## src/rtl/dvb_s2_ts_qpsk_front.sv

```systemverilog
// DVB-S2 transport-stream front end: packet alignment, byte FIFO, QPSK mapper
// with a 1x symbol stream and a 2x zero-stuffed stream for the shaping filter.
// Input bytes arrive on a strobe (ts_valid_h264out) with no backpressure; a byte
// offered while the FIFO is full is dropped and flagged on fifo_ovf.
`timescale 1ns/1ps
module dvb_s2_ts_qpsk_front #(
    parameter int PACK_BYTE_SIZE = 188,
    parameter int FIFO_DEPTH     = 16,
    parameter int SYM_DIV        = 4,
    parameter int AMP            = 23170
) (
    input  logic               sys_clk,
    input  logic               hard_rst_n,
    input  logic               ts_valid_h264out,
    input  logic               ts_syn_h264out,
    input  logic [7:0]         ts_din_h264out,
    input  logic               fs_en_outer,
    input  logic               fs_en2_outer,
    output logic               ts_clk,
    output logic [7:0]         ts_din,
    output logic               ts_syn,
    output logic               ts_head,
    output logic               symbol_1x_oe,
    output logic signed [15:0] symbol_1x_re_out,
    output logic signed [15:0] symbol_1x_im_out,
    output logic               symbol_2x_oe,
    output logic signed [15:0] symbol_2x_re_out,
    output logic signed [15:0] symbol_2x_im_out,
    output logic               fifo_ovf
);

    localparam int AW = $clog2(FIFO_DEPTH);
    localparam int CW = $clog2(PACK_BYTE_SIZE);
    localparam int DW = $clog2(SYM_DIV);
    localparam logic signed [15:0] AMP_P = 16'(AMP);
    localparam logic signed [15:0] AMP_N = -AMP_P;

    // Alignment state
    logic          lock_q, lock_d;
    logic [CW-1:0] pcnt_q, pcnt_d;
    // FIFO state: pointers carry one extra wrap bit to tell full from empty
    logic [8:0]    fifo_mem_q [FIFO_DEPTH];
    logic [AW:0]   wr_ptr_q, wr_ptr_d;
    logic [AW:0]   rd_ptr_q, rd_ptr_d;
    logic          ovf_q, ovf_d;
    // Symbol timing and mapper state
    logic [DW-1:0] div_q, div_d;
    logic [7:0]    sh_q, sh_d;
    logic [1:0]    scnt_q, scnt_d;
    logic          stuff_q, stuff_d;
    // Registered outputs
    logic          ts_clk_q, ts_clk_d;
    logic [7:0]    ts_din_q, ts_din_d;
    logic          ts_syn_q, ts_syn_d;
    logic          ts_head_q, ts_head_d;
    logic          oe1_q, oe1_d;
    logic signed [15:0] re1_q, re1_d, im1_q, im1_d;
    logic          oe2_q, oe2_d;
    logic signed [15:0] re2_q, re2_d, im2_q, im2_d;

    // Combinational helpers
    logic          fifo_empty, fifo_full;
    logic          stb_int, stb2_int, stb, stb2;
    logic          in_take, push, pop, produce;
    logic          head_in;
    logic [8:0]    rd_word;
    logic [1:0]    pair;
    logic signed [15:0] map_re, map_im;

    // Symbol strobes: internal divider, 2x pulses phase-aligned to 1x pulses
    always_comb begin
        stb_int  = (div_q == DW'(SYM_DIV - 1));
        stb2_int = stb_int || (div_q == DW'(SYM_DIV / 2 - 1));
        stb      = fs_en_outer  | stb_int;
        stb2     = fs_en2_outer | stb2_int;
        div_d    = stb_int ? '0 : div_q + 1'b1;
    end

    // Packet alignment and FIFO write/overflow control
    always_comb begin
        fifo_empty = (wr_ptr_q == rd_ptr_q);
        fifo_full  = (wr_ptr_q[AW] != rd_ptr_q[AW]) &&
                     (wr_ptr_q[AW-1:0] == rd_ptr_q[AW-1:0]);
        rd_word    = fifo_mem_q[rd_ptr_q[AW-1:0]];
        pop        = stb && (scnt_q == 2'd0) && !fifo_empty;
        lock_d     = lock_q;
        pcnt_d     = pcnt_q;
        in_take    = ts_valid_h264out && (ts_syn_h264out || lock_q);
        if (ts_valid_h264out && ts_syn_h264out) begin
            lock_d = 1'b1;
            pcnt_d = '0;
        end else if (ts_valid_h264out && lock_q) begin
            pcnt_d = (pcnt_q == CW'(PACK_BYTE_SIZE - 1)) ? '0 : pcnt_q + 1'b1;
        end
        head_in  = (pcnt_d == '0);
        // A full FIFO still accepts a byte when a pop frees a slot this cycle
        push     = in_take && (!fifo_full || pop);
        ovf_d    = ovf_q | (in_take && fifo_full && !pop);
        wr_ptr_d = push ? wr_ptr_q + 1'b1 : wr_ptr_q;
        rd_ptr_d = pop  ? rd_ptr_q + 1'b1 : rd_ptr_q;
    end

    // QPSK mapper, byte re-emission and 2x zero-stuffing
    always_comb begin
        produce   = stb && ((scnt_q != 2'd0) || !fifo_empty);
        pair      = pop ? rd_word[7:6] : sh_q[7:6];
        map_re    = pair[1] ? AMP_N : AMP_P;
        map_im    = pair[0] ? AMP_N : AMP_P;
        sh_d      = sh_q;
        scnt_d    = scnt_q;
        ts_clk_d  = ts_clk_q;
        ts_din_d  = ts_din_q;
        ts_head_d = ts_head_q;
        ts_syn_d  = pop;
        oe1_d     = produce;
        re1_d     = re1_q;
        im1_d     = im1_q;
        oe2_d     = 1'b0;
        re2_d     = re2_q;
        im2_d     = im2_q;
        stuff_d   = stuff_q;
        if (pop) begin
            sh_d      = {rd_word[5:0], 2'b00};
            scnt_d    = 2'd3;
            ts_clk_d  = ~ts_clk_q;
            ts_din_d  = rd_word[7:0];
            ts_head_d = rd_word[8];
        end else if (produce) begin
            sh_d   = {sh_q[5:0], 2'b00};
            scnt_d = scnt_q - 2'd1;
        end
        if (produce) begin
            re1_d = map_re;
            im1_d = map_im;
        end
        if (stb2 && produce) begin
            oe2_d   = 1'b1;
            re2_d   = map_re;
            im2_d   = map_im;
            stuff_d = 1'b1;
        end else if (stb2 && stuff_q) begin
            oe2_d   = 1'b1;
            re2_d   = '0;
            im2_d   = '0;
            stuff_d = 1'b0;
        end
    end

    // FIFO storage; contents need no reset since the pointers gate every read
    always_ff @(posedge sys_clk) begin
        if (push) fifo_mem_q[wr_ptr_q[AW-1:0]] <= {head_in, ts_din_h264out};
    end

    // State and output registers
    always_ff @(posedge sys_clk or negedge hard_rst_n) begin
        if (!hard_rst_n) begin
            lock_q    <= 1'b0;
            pcnt_q    <= '0;
            wr_ptr_q  <= '0;
            rd_ptr_q  <= '0;
            ovf_q     <= 1'b0;
            div_q     <= '0;
            sh_q      <= '0;
            scnt_q    <= '0;
            stuff_q   <= 1'b0;
            ts_clk_q  <= 1'b0;
            ts_din_q  <= '0;
            ts_syn_q  <= 1'b0;
            ts_head_q <= 1'b0;
            oe1_q     <= 1'b0;
            re1_q     <= '0;
            im1_q     <= '0;
            oe2_q     <= 1'b0;
            re2_q     <= '0;
            im2_q     <= '0;
        end else begin
            lock_q    <= lock_d;
            pcnt_q    <= pcnt_d;
            wr_ptr_q  <= wr_ptr_d;
            rd_ptr_q  <= rd_ptr_d;
            ovf_q     <= ovf_d;
            div_q     <= div_d;
            sh_q      <= sh_d;
            scnt_q    <= scnt_d;
            stuff_q   <= stuff_d;
            ts_clk_q  <= ts_clk_d;
            ts_din_q  <= ts_din_d;
            ts_syn_q  <= ts_syn_d;
            ts_head_q <= ts_head_d;
            oe1_q     <= oe1_d;
            re1_q     <= re1_d;
            im1_q     <= im1_d;
            oe2_q     <= oe2_d;
            re2_q     <= re2_d;
            im2_q     <= im2_d;
        end
    end

    assign ts_clk           = ts_clk_q;
    assign ts_din           = ts_din_q;
    assign ts_syn           = ts_syn_q;
    assign ts_head          = ts_head_q;
    assign symbol_1x_oe     = oe1_q;
    assign symbol_1x_re_out = re1_q;
    assign symbol_1x_im_out = im1_q;
    assign symbol_2x_oe     = oe2_q;
    assign symbol_2x_re_out = re2_q;
    assign symbol_2x_im_out = im2_q;
    assign fifo_ovf         = ovf_q;

endmodule

```

## config.mk

```make
export PLATFORM = sky130hd
export DESIGN_NAME = dvb_s2_ts_qpsk_front
export DESIGN_NICKNAME = d
export VERILOG_FILES = /design/src/rtl/dvb_s2_ts_qpsk_front.sv
export SDC_FILE = /design/constraint.sdc
export NUM_CORES = 1
export LEC_CHECK = 0
export BUFFER_PORTS_ARGS = -buffer_cell sky130_fd_sc_hd__buf_2
export CORE_ASPECT_RATIO = 1.1
export CORE_MARGIN = 4
export CORE_UTILIZATION = 60
export CTS_BUF_LIST = sky130_fd_sc_hd__clkbuf_8
export DETAILED_ROUTE_END_ITERATION = 16
export PLACE_DENSITY_LB_ADDON = 0.3
export SLEW_MARGIN = 20
export SYNTH_ARGS = -nofsm -noshare
export SYNTH_HDL_FRONTEND = slang
export SYNTH_SLANG_ARGS = --single-unit
```

## constraint.sdc

```tcl
create_clock -name sys_clk -period 3.4 [get_ports sys_clk]
set_input_delay 0.34 -clock sys_clk [delete_from_list [all_inputs] [get_ports sys_clk]]
set_output_delay 0.34 -clock sys_clk [all_outputs]
set_load 0.02 [all_outputs]
```

# After elaboration in Yosys (flattened, before gate mapping)
# Memories as Yosys holds them, arrays and structs flattened.
# Cells that the tools add are included.
dict set report totals {
  ff_bits 110
  ramBits 144
  input_bits 14
  out_inout_bits 78
  elab_cells 79
  memories 1
}
# memory words width rd rd_ports_with_merged_regs wr line
set mem_list {}
lappend mem_list {fifo_mem_q 16 9 1 0 1 42} ;# logic [8:0] fifo_mem_q [FIFO_DEPTH];
dict set report op_classes {
  n_addsub 5
  eq_ne 6
  muxes 20
  n_bitwise 4
  reduce_logical 24
}
# cell count
set ops {}
lappend ops {{$mux 16} 5}
lappend ops {{$mux 8} 5}
lappend ops {{$logic_and 1x1->1} 12}
lappend ops {{$add 5x1->5 const B} 2}
lappend ops {{$add 8x1->8 const B} 1}
lappend ops {{$eq 8x8->1 const B} 1}
lappend ops {{$logic_not 8->1} 1}
lappend ops {{$mux 2} 4}
lappend ops {{$mux 1} 6}
lappend ops {{$reduce_bool 2->1} 3}
lappend ops {{$eq 5x5->1} 1}
lappend ops {{$eq 4x4->1} 1}
lappend ops {{$logic_or 1x1->1} 4}
lappend ops {{$logic_not 1->1} 3}
lappend ops {{$or 1x1->1} 3}
lappend ops {{$add 2x1->2 const B} 1}
lappend ops {{$eq 2x1->1 const B} 1}
lappend ops {{$eq 2x2->1 const B} 1}
lappend ops {{$logic_not 2->1} 1}
lappend ops {{$sub 2x1->2 const B} 1}
lappend ops {{$ne 1x1->1} 1}
lappend ops {{$not 1->1} 1}

# Depth between registers and ports, before layout
dict set report logic_depth {
  ltp_word 8
  mapped_depth 8
  depth_no_buf 6
}

# Worst setup path after synthesis
# No wires, ideal clock.
dict set report synth_timing {
  kind {flip-flop to flip-flop}
  startpoint {reg pcnt_q[0]}
  endpoint {mem fifo_mem_q[0][8] (data pin)}
  setup_ns 0.378
  t_arrival_ns 2.264
  t_required_ns 3.022
  path_slack_ns 0.759
  stages_incl_launch_ff 7
  n_path_buf 0
  synth_period_minus_slack_ns 2.641
  cell_sequence {dfrtp_1 -> ha_1 -> and4_1 -> nor4b_1 -> a211o_1 -> a311oi_1 -> nor4_1}
}
dict set report synth_between {
  elab_chain_len 5
  word_cells_on_any_way 6
  classes_between {1 x add/sub; 1 x eq/ne; 3 x mux; 1 x reduce/logical}
}
# element line
set synth_rtl {}
lappend synth_rtl {{start, declared} 40} ;# logic [CW-1:0] pcnt_q, pcnt_d;
lappend synth_rtl {{start signal, assigned} 178} ;# pcnt_q <= pcnt_d;
lappend synth_rtl {{$add 8x1->8 or $eq 8x8->1 (tied branches)} 93} ;# pcnt_d = (pcnt_q == CW'(PACK_BYTE_SIZE - 1)) ? '0 : pcnt_q + 1'b1;
lappend synth_rtl {{$mux 8} 93}
lappend synth_rtl {{$mux 8 (*)} 92} ;# end else if (ts_valid_h264out && lock_q) begin
lappend synth_rtl {{$mux 8 (*)} 89} ;# if (ts_valid_h264out && ts_syn_h264out) begin
lappend synth_rtl {{$logic_not 8->1 (*)} 95} ;# head_in = (pcnt_d == '0);
lappend synth_rtl {{net head_in} 65} ;# logic head_in;
lappend synth_rtl {{end, declared} 42}
# The timed path passes the listed nets; every way through them passes the cells marked *.

# Worst setup path after layout
dict set report layout_timing {
  startpoint {reg scnt_q[0]}
  endpoint {mem fifo_mem_q[4][2] (enable)}
}
dict set report layout_between {
  elab_chain_len 7
}
# element line
set layout_rtl {}
lappend layout_rtl {{start, declared} 49} ;# logic [1:0] scnt_q, scnt_d;
lappend layout_rtl {{start signal, assigned} 184} ;# scnt_q <= scnt_d;
lappend layout_rtl {{$logic_not 2->1} 85} ;# pop = stb && (scnt_q == 2'd0) && !fifo_empty;
lappend layout_rtl {{$logic_and 1x1->1 (2 in a row)} 85}
lappend layout_rtl {{$logic_or 1x1->1} 97} ;# push = in_take && (!fifo_full || pop);
lappend layout_rtl {{$logic_and 1x1->1} 97}
lappend layout_rtl {{$mux 1} 151} ;# if (push) fifo_mem_q[wr_ptr_q[AW-1:0]] <= {head_in, ts_din_h264out};
lappend layout_rtl {{$mux 1 (implied by the code)} 151}
# No other way between the ends.

==> out/qor.yml <==
endpoint_kind: "flop"
viasPerCell: 5.72
rsz0062_at_grt: "no"
start_kind: "flop"
regArea_um2: 5650
busiest_layer: "met2"
ant_nets: 0
cp.required_ps: 3570
diodes: 0
crit_type: "reg2reg"
worstPathArrival_ps: 2970
place_ws_ps: 621
pin_count: 92
ys_types: 63
synth_area_per_cell_um2: 16.0
multiInputGateArea_um2: 2220
synthArstFlopShare: 0.269
cts.reportedPaths.clkPinSlew_ps: 90
core_area_um2: 13900
cts_tree: "yes"
io_buffers: 87
wl_per_cell_um: 19.4
setup-violations-final: 0
core.rowCount: 45
overflow: 0
netlist_area_um2: 8480
ys_ff_latch: 197
layout_common_cells: "edfxtp_1 (144), buf_2 (87), dfrtp_1 (52)"
drtPass1Iterations: 5
mostFrequentLayoutCell: "edfxtp_1"
cts-htree-levels: 4
leakage_nw: 3.43
crit_fanout: 10
status: "finished clean"
dpl.hpwl_um: 10600
fillers: 947
worst_pin_slew_ps: 801
grtUsageMet1: 0.273
drive_gt1_frac: 0.320
yosysSeqAreaShare: 0.666
wl_um: 15100
die_x_um: 121
grt_pass1_vias: 4387
postCtsResizedCells: 0
hold_path_class: "in2reg"
slew-limit-headroom: 0.464
hold_viol: 0
syn_to_final_growth_pct: 7.54
setup_slack_ps: 600
fmax_mhz: 357
grt_start_max_net_pins: 35
track_usage: 0.199
cts_root_buf: "clkbuf_8"
grtUsageMet3: 0.0402
grt_pass1_wl_um: 24100
cts_buffers: 17
drc: 0
ys_warn_count: 0
drv_slew: 0
period_needed_ps: 2800
antenna_found_initial: 0
vdd_drop_max_uv: 374
start_util: 0.613
hold_slack_ps: 169
period_share: 0.823
gp_congestion: 0.789
numClockSinks: 197
p_per_area_nw_per_um2: 812
layout.nets: 602
setup_tns_ps: 0
netlist_instances: 529
die-area_um2: 16100
vias: 4455
insertion_delay_ps: 460
die_h_um: 133
synth_edf_count: 144
synthFlopType: "edfxtp_1"
postCtsSetupRepairBufs: 0
grt_use_met2: 0.312
skew_ps: 12.3
ctsLongestPathBuffers: 2
drt_iter0_markers: 412
maxCapViolations: 0
-- per-layer routing --
metal	part of all wire	vias to the layer above
li1	-	2021
met1	0.42	2232
met2	0.49	169
met3	0.058	33
met4	0.027	0
met5	0	-
-- flip-flops by register name, indices dropped and copies added (netlist names) --
name and count:
rd_ptr_q 5, ts_din 8, lock_q 1, div_q 2
ts_clk 1, symbol_1x_im_out 2, symbol_2x_im_out 2, sh_q 6
fifo_mem_q 144, symbol_2x_oe 1, scnt_q 2, ts_syn 1
ts_head 1, wr_ptr_q 5, fifo_ovf 1, symbol_1x_oe 1
symbol_2x_re_out 3, symbol_1x_re_out 3, pcnt_q 8
-- power by group --
part | switching, W | leakage [nW] | internal (W)
combinational | 0.00164 | 1.29 | 0.00112
sequential | 0.000255 | 1.95 | 0.00300
clock | 0.000806 | 0.194 | 0.000588
-- stage by stage --
step	total power [W]	instance area, um^2	utilization	instances
finish	0.00741	9120	0.659	779
global placement	0.00604	8750	0.631	746
detailed placement	0.00611	8750	0.631	746
floorplan	0.00562	8500	-	532
global route	0.00784	9120	0.659	779
CTS	0.00749	9120	0.659	779
-- final timing paths --
path | from | endpoint | slack [ps] | cells after the start
worst min-delay path | ts_syn_h264out | lock_q | 170 | 2
worst max-delay path | scnt_q[0] | fifo_mem_q[4][2] | 600 | 7
worst min register to register | ts_clk | ts_clk | 470 | 1
max in group asynchronous | hard_rst_n | ts_din[2] | 2210 | 3
worst max register to register | scnt_q[0] | fifo_mem_q[4][2] | 600 | 7
min in group asynchronous | hard_rst_n | pcnt_q[6] | 460 | 2
-- final cells by class --
class                   instances  area share
multi-input cells             235       0.243
repair buffers                104      0.0620
clock buffers                  17      0.0256
inverters                      23     0.00946
well taps                     188      0.0258
clock inverters                15      0.0147
flip-flops and latches        197       0.619
-- worst max-delay path: stages (launching register included) --
cell     delay [ps]
dfrtp_1         400
inv_1            70
ha_1            300
o21ai_0         300
a31oi_4         420
nand2_1         170
nor3_1          570
buf_4           280
-- cells in the mapped netlist (7+ instances only) --
library cell | number | area share
nor3_1 | 8 | 0.0047
o21ai_0 | 11 | 0.0065
inv_1 | 22 | 0.0097
o211ai_1 | 7 | 0.0062
dfrtp_1 | 53 | 0.16
xnor2_1 | 11 | 0.011
buf_4 | 59 | 0.052
edfxtp_1 | 144 | 0.51
nor2_1 | 26 | 0.012
nand3_1 | 7 | 0.0041
mux4_2 | 36 | 0.096
mux2_2 | 10 | 0.013
nand2_1 | 23 | 0.010
xor2_1 | 10 | 0.010
mux2i_1 | 7 | 0.0083
ha_1 | 10 | 0.015
-- what timing repair did --
action,CTS,global route
hold endpoints to repair,33,0
hold buffers,1,0
setup endpoints to repair,0,0
-- kinds of logic after synthesis --
group                      synth area share
muxes                                 0.122
xor gates and xnor gates             0.0217
buffers and inverters                0.0748
other                              0.000442
adders and majority gates            0.0147
DFF                                   0.666
and+or+nand+nor                      0.0578
AOI/OAI and AO/OA                    0.0426
No activity file was read; power rests on OpenSTA's default activity.
